### config.mk
export PLATFORM = sky130hd
export DESIGN_NAME = seg7_to_hex
export DESIGN_NICKNAME = d
export VERILOG_FILES = /design/src/rtl/seg7_pkg.sv /design/src/rtl/seg7_decode.sv /design/src/rtl/seg7_to_hex.sv
export SDC_FILE = /design/constraint.sdc
export NUM_CORES = 1
export LEC_CHECK = 0
export CORE_UTILIZATION = 48
export CTS_CLUSTER_SIZE = 8
export DETAILED_ROUTE_END_ITERATION = 7
export MAX_ROUTING_LAYER = met4
export PLACE_DENSITY = 0.69
export REMOVE_ABC_BUFFERS = 1
export SYNTH_ARGS = -nofsm -noshare
export SYNTH_HDL_FRONTEND = slang
export SYNTH_SLANG_ARGS = --single-unit
### constraint.sdc
create_clock -name clk -period 3.8 [get_ports clk]
set_input_delay 0.76 -clock clk [delete_from_list [all_inputs] [get_ports clk]]
set_output_delay 0.76 -clock clk [all_outputs]
set_load 0.01 [all_outputs]
### src/rtl/seg7_pkg.sv
// Shared constants for the seven-segment capture block: segment patterns,
// error codes, FSM state encoding and digit-select values.
package seg7_pkg;

  // Active-low segment patterns, bit order gfedcba.
  localparam logic [6:0] Seg0 = 7'h40;
  localparam logic [6:0] Seg1 = 7'h79;
  localparam logic [6:0] Seg2 = 7'h24;
  localparam logic [6:0] Seg3 = 7'h30;
  localparam logic [6:0] Seg4 = 7'h19;
  localparam logic [6:0] Seg5 = 7'h12;
  localparam logic [6:0] Seg6 = 7'h02;
  localparam logic [6:0] Seg7 = 7'h78;
  localparam logic [6:0] Seg8 = 7'h00;
  localparam logic [6:0] Seg9 = 7'h18;
  localparam logic [6:0] SegA = 7'h08;
  localparam logic [6:0] SegB = 7'h03;
  localparam logic [6:0] SegC = 7'h46;
  localparam logic [6:0] SegD = 7'h21;
  localparam logic [6:0] SegE = 7'h06;
  localparam logic [6:0] SegF = 7'h0E;

  localparam logic [1:0] ErrNone       = 2'b00;
  localparam logic [1:0] ErrBadPattern = 2'b01;
  localparam logic [1:0] ErrSequence   = 2'b10;
  localparam logic [1:0] ErrTimeout    = 2'b11;

  localparam logic [2:0] SelHex0 = 3'b001;
  localparam logic [2:0] SelHex1 = 3'b010;
  localparam logic [2:0] SelHex2 = 3'b100;

  typedef enum logic [1:0] {
    StW0 = 2'd0,
    StW1 = 2'd1,
    StW2 = 2'd2
  } state_e;

  // Digit select that the given state is waiting for.
  function automatic logic [2:0] expected_sel(state_e st);
    logic [2:0] sel;
    sel = SelHex0;
    case (st)
      StW0:    sel = SelHex0;
      StW1:    sel = SelHex1;
      StW2:    sel = SelHex2;
      default: sel = SelHex0;
    endcase
    return sel;
  endfunction

endpackage

### src/rtl/seg7_decode.sv
// Combinational exact-match decoder from an active-low segment pattern to a
// hex nibble; ok_o is low for any pattern outside the sixteen known glyphs.
module seg7_decode
  import seg7_pkg::*;
(
  input  logic [6:0] seg_i,
  output logic [3:0] nibble_o,
  output logic       ok_o
);

  always_comb begin
    nibble_o = 4'h0;
    ok_o     = 1'b1;
    case (seg_i)
      Seg0:    nibble_o = 4'h0;
      Seg1:    nibble_o = 4'h1;
      Seg2:    nibble_o = 4'h2;
      Seg3:    nibble_o = 4'h3;
      Seg4:    nibble_o = 4'h4;
      Seg5:    nibble_o = 4'h5;
      Seg6:    nibble_o = 4'h6;
      Seg7:    nibble_o = 4'h7;
      Seg8:    nibble_o = 4'h8;
      Seg9:    nibble_o = 4'h9;
      SegA:    nibble_o = 4'hA;
      SegB:    nibble_o = 4'hB;
      SegC:    nibble_o = 4'hC;
      SegD:    nibble_o = 4'hD;
      SegE:    nibble_o = 4'hE;
      SegF:    nibble_o = 4'hF;
      default: ok_o     = 1'b0;
    endcase
  end

endmodule

### src/rtl/seg7_to_hex.sv
// Captures three strobed seven-segment digits (HEX0, HEX1, HEX2) into a 10-bit
// value, publishing it only once the same frame has been seen STABLE_FRAMES times.
module seg7_to_hex
  import seg7_pkg::*;
#(
  parameter int unsigned STABLE_FRAMES = 2,
  parameter int unsigned TIMEOUT       = 1000
) (
  input  logic       clk,
  input  logic       rst,
  input  logic [6:0] seg_in,
  input  logic [2:0] dig_sel,
  input  logic       seg_stb,
  output logic [9:0] value,
  output logic       value_valid,
  output logic       err,
  output logic [1:0] err_code,
  output logic       busy
);

  localparam logic [3:0]  StableCnt   = 4'(STABLE_FRAMES);
  localparam logic [15:0] TimeoutLast = 16'(TIMEOUT - 1);

  logic [3:0] dec_nib;
  logic       dec_ok;

  seg7_decode u_decode (
    .seg_i    (seg_in),
    .nibble_o (dec_nib),
    .ok_o     (dec_ok)
  );

  state_e      state_q, state_d;
  logic [3:0]  nib0_q, nib0_d;
  logic [3:0]  nib1_q, nib1_d;
  logic [15:0] idle_q, idle_d;
  logic [9:0]  prev_q, prev_d;
  logic [3:0]  stab_q, stab_d;
  logic [9:0]  value_q, value_d;
  logic        vv_q, vv_d;
  logic        err_q, err_d;
  logic [1:0]  code_q, code_d;

  logic        err_hit;
  logic [1:0]  err_cause;
  logic        frame_done;
  logic [9:0]  frame;
  logic        frame_match;

  assign frame       = {dec_nib[1:0], nib1_q, nib0_q};
  assign frame_match = (frame == prev_q);

  always_comb begin
    state_d    = state_q;
    nib0_d     = nib0_q;
    nib1_d     = nib1_q;
    idle_d     = idle_q;
    prev_d     = prev_q;
    stab_d     = stab_q;
    value_d    = value_q;
    vv_d       = 1'b0;
    err_d      = 1'b0;
    code_d     = code_q;
    err_hit    = 1'b0;
    err_cause  = ErrNone;
    frame_done = 1'b0;

    if (seg_stb) begin
      idle_d = '0;
      if (dig_sel == expected_sel(state_q)) begin
        // HEX2 only carries the top two value bits, so digits above 3 are rejected.
        if (!dec_ok || (state_q == StW2 && dec_nib > 4'd3)) begin
          err_hit   = 1'b1;
          err_cause = ErrBadPattern;
        end else begin
          case (state_q)
            StW0: begin
              nib0_d  = dec_nib;
              state_d = StW1;
            end
            StW1: begin
              nib1_d  = dec_nib;
              state_d = StW2;
            end
            StW2: begin
              frame_done = 1'b1;
              state_d    = StW0;
            end
            default: state_d = StW0;
          endcase
        end
      end else if (dig_sel == SelHex0 && dec_ok) begin
        // A fresh HEX0 out of turn restarts the frame rather than flagging an error.
        nib0_d  = dec_nib;
        state_d = StW1;
      end else begin
        err_hit   = 1'b1;
        err_cause = ErrSequence;
      end
    end else if (state_q != StW0) begin
      if (idle_q == TimeoutLast) begin
        err_hit   = 1'b1;
        err_cause = ErrTimeout;
        idle_d    = '0;
      end else begin
        idle_d = idle_q + 16'd1;
      end
    end

    if (frame_done) begin
      if (frame_match) begin
        stab_d = (stab_q == StableCnt) ? stab_q : stab_q + 4'd1;
      end else begin
        stab_d = 4'd1;
      end
      // Publish only on the first arrival at the threshold; a differing frame re-arms.
      vv_d   = (stab_d == StableCnt) && (!frame_match || stab_q != StableCnt);
      prev_d = frame;
      if (vv_d) begin
        value_d = frame;
      end
    end

    if (err_hit) begin
      err_d   = 1'b1;
      code_d  = err_cause;
      state_d = StW0;
      stab_d  = '0;
    end
  end

  always_ff @(posedge clk) begin
    if (rst) begin
      state_q <= StW0;
      nib0_q  <= '0;
      nib1_q  <= '0;
      idle_q  <= '0;
      prev_q  <= '0;
      stab_q  <= '0;
      value_q <= '0;
      vv_q    <= 1'b0;
      err_q   <= 1'b0;
      code_q  <= ErrNone;
    end else begin
      state_q <= state_d;
      nib0_q  <= nib0_d;
      nib1_q  <= nib1_d;
      idle_q  <= idle_d;
      prev_q  <= prev_d;
      stab_q  <= stab_d;
      value_q <= value_d;
      vv_q    <= vv_d;
      err_q   <= err_d;
      code_q  <= code_d;
    end
  end

  assign value       = value_q;
  assign value_valid = vv_q;
  assign err         = err_q;
  assign err_code    = code_q;
  assign busy        = (state_q != StW0);

endmodule

==> results.md <==
- Mean post-synth cell area: 8.36 sq um
- Yosys cell types: 54
- CTS resizes: 0
- Status: completed
- Worst-case clock skew: 6.44 ps
- RSZ-0062 raised after global routing: false
- Total core area: 5890 sq um
- Setup-failing EPs final: 0
- Reg2Reg Capture Point: value[5]
- Drt via density: 5.67
- Worst vdd ir: 0.187 mV
- Reg clk slew, reported paths: 90 ps
- Ports: 28
- Hold Crit Endpoint: prev_q[2]
- # clock sinks: 54
- Worst-skew pair later-pin latency: 310 ps
- Fin Setup TNS: 0 ps
- Final Max Slew Viols: 0
- Crit path kind: primary input to flop
- Asr flop ratio synth: 0
- Number of global-route vias before repair: 2,375
- CP required: 4040 ps
- Minimum clock period: 3450 ps
- Sequential-to-total area share from yosys stat: 0.370
- Drt total wl: 6.54 mm
- Iter 0 DRT Violations: 117
- Worst-path maximum fanout: 6
- All-Layer GR Usage: 0.227
- Clock share of power: 0.326
- Seq cells post-synth: 54
- Critical path arrival: 3680 ps
- Startpoint of the worst hold path: prev_q[2]
- Area Overhead vs Synth: 18.6%
- R2R setup slack: 1190 ps
- Switching Fraction: 0.236
- Total CTS buffers: 5
- Die ar.: 6390 sq um
- Die H: 80.0 microns
- CTS tree: built
- Via Count: 2,637
- # hold bufs at CTS: 0
- Internal Pwr Total: 762 uW
- Combinational power share: 0.102
- CTS root buf: clkbuf_8
- Buffer and inverter count on the worst path: 1
- CP max stage delay: 590 ps
- Router iterations before antenna repair: 4
- Total of max-cap violations: 0
- P_sw: 235 uW
- Share of layout cells above drive strength 1: 0.0949
- Hold depth: 2
- CP Capture Type: flop
- Number of flops mapped to enable cells by yosys: 0
- Drt drc: 0
- Final Non-Filler Cells: 465
- Dominant synthesized flop cell: dfxtp_1
- Crit path max-delay family: simple AND/OR/NAND/NOR gates
- Dpl hpwl: 5.00 mm
- Largest net degree at the start of global routing: 32
- Reg power frac: 0.572
- First-pass GRT wire length: 11.1 mm
- Layout net count: 410
- Synth Cell Area: 2920 sq um
- Cell Rows: 28
- Post-CTS setup buffers: 0
- Final period utilization: 0.907
- Max clock buf depth: 2
- Hold Crit Class: flop to flop
- Most frequent CP cell: and3_1
- GRT Residual Overflow: 0
- Leakage: 0.00132 uW
- Die Width: 80.0 microns
- YS warnings: 0
- Slew Limit Headroom: 0.617
- Reg2reg path depth: 10
- FF-to-FF Start: state_q[0]
- PwrDens: 288 nW/um^2
- Slowest CP cell: nor4b_1
- Gate count of the mapped netlist: 349
- Antenna violations before repair: 0
- CP startpoint kind: primary input
- Routed length per instance: 14.1 microns
- Worst Tran Pin Value: 567 ps
- CP cell instances: clkdlybuf4s50_1, nor4b_1, and3_1, nor4_1, and3_1, or4_4, or4_1, a31oi_1
- IO buf count: 27
- H-tree depth: 2
- Placed Cells: 457
- Routed Antenna Nets: 0
- Antenna diode count: 0
- Final hold vios: 0
- Final RePlAce weighted congestion: 0.968
- Fill count: 546
- Initial cell density of the core: 0.496
- Fmax: 290 MHz
-- cell families after synthesis --
group	Yosys count	synth area share
and+or+nand+nor	154	0.275
AOI/OAI and AO/OA	61	0.140
DFF	54	0.370
xor gates and xnor gates	30	0.0901
buffers and inverters	28	0.0420
muxes	14	0.0480
adders and majority gates	8	0.0343
-- worst min-delay path, delay by kind of cell (launching register included) --
kind	cells	cell delay (ps)
compound gates	1	50
flops	1	330
simple gates	1	60
-- cell type report --
cell class	instances	area [sq um]	area share
Timing Repair Buffer	49	435	0.126
Tap cell	75	93.8	0.0271
Inverter	12	45.0	0.0130
Clock inverter	1	5.00	0.00145
Clock buffer	7	86.3	0.0249
Multi-Input combinational cell	267	1710	0.495
Sequential cell	54	1080	0.312
-- worst max path at each step --
stage,slack [ps],depth (start not counted),to,from
2_1_floorplan,150,7,value[0],seg_in[0]
3_3_place_gp,30,8,stab_q[3],seg_in[1]
3_5_place_dp,80,8,stab_q[3],seg_in[2]
4_1_cts,380,8,stab_q[3],seg_in[2]
5_1_grt,260,8,stab_q[3],seg_in[2]
6_report,350,8,stab_q[3],seg_in[2]
-- routing by layer --
layer | wire [microns] | GRT usage | share of wire
met1 | 3200 | 0.299 | 0.49
met2 | 3090 | 0.361 | 0.47
met3 | 163 | 0.0377 | 0.025
met4 | 80 | 0.0589 | 0.012
met5 | 0 | - | 0
-- flip-flops by register name, indices dropped and copies added, names as in the netlist, 2 cells and up --
register  count
err_code      2
idle_q       16
nib0_q        4
nib1_q        4
prev_q       10
stab_q        4
state_q       2
value        10
-- through the flow --
stage	util	cell area, sq um	hold slack, ps	setup slack, ps	power [uW]
after floorplan	-	2840	439	145	626
after global placement	0.572	3370	451	32.5	684
after detailed placement	0.572	3370	463	75.5	684
after CTS	0.588	3460	474	382	1000
after global routing	0.588	3460	499	263	1040
final	0.588	3460	474	355	997
-- layout by cell type (no fill, tap or decap), types with 6 or more instances in the layout --
master | netlist | final
dfxtp_1 | 54 | 54
nor2_1 | 45 | 45
nand2_1 | 33 | 33
clkdlybuf4s50_1 | 0 | 27
a21oi_1 | 23 | 23
buf_4 | 1 | 22
xnor2_1 | 18 | 18
mux2i_1 | 14 | 14
inv_1 | 12 | 12
xor2_1 | 12 | 12
nor3_1 | 10 | 10
nand4_1 | 9 | 9
nand3_1 | 9 | 9
ha_1 | 8 | 8
and3_1 | 6 | 6
clkbuf_8 | 0 | 6
-- cell usage after synthesis (5+ instances only) --
master	instances	share of area
xnor2_1	18	0.054
nor3_1	10	0.017
ha_1	8	0.034
nand2_1	33	0.042
nor4b_1	5	0.015
and3_1	6	0.013
inv_1	12	0.015
a21oi_1	23	0.039
nor4_1	5	0.011
a211oi_1	5	0.013
mux2i_1	14	0.048
nand3_1	9	0.015
nand4_1	9	0.019
clkbuf_1	8	0.010
o21ai_0	5	0.0086
nor2_1	45	0.058
xor2_1	12	0.036
buf_2	5	0.0086
dfxtp_1	54	0.37
-- power groups by stage --
stage	Sequential, uW	Combinational, uW	Clock, uW
6_report	570	102	325
3_3_place_gp	584	101	0
2_1_floorplan	584	41.4	0
3_5_place_dp	584	101	0
5_1_grt	571	111	356
4_1_cts	570	101	329
(Power assumes the default switching activity.)
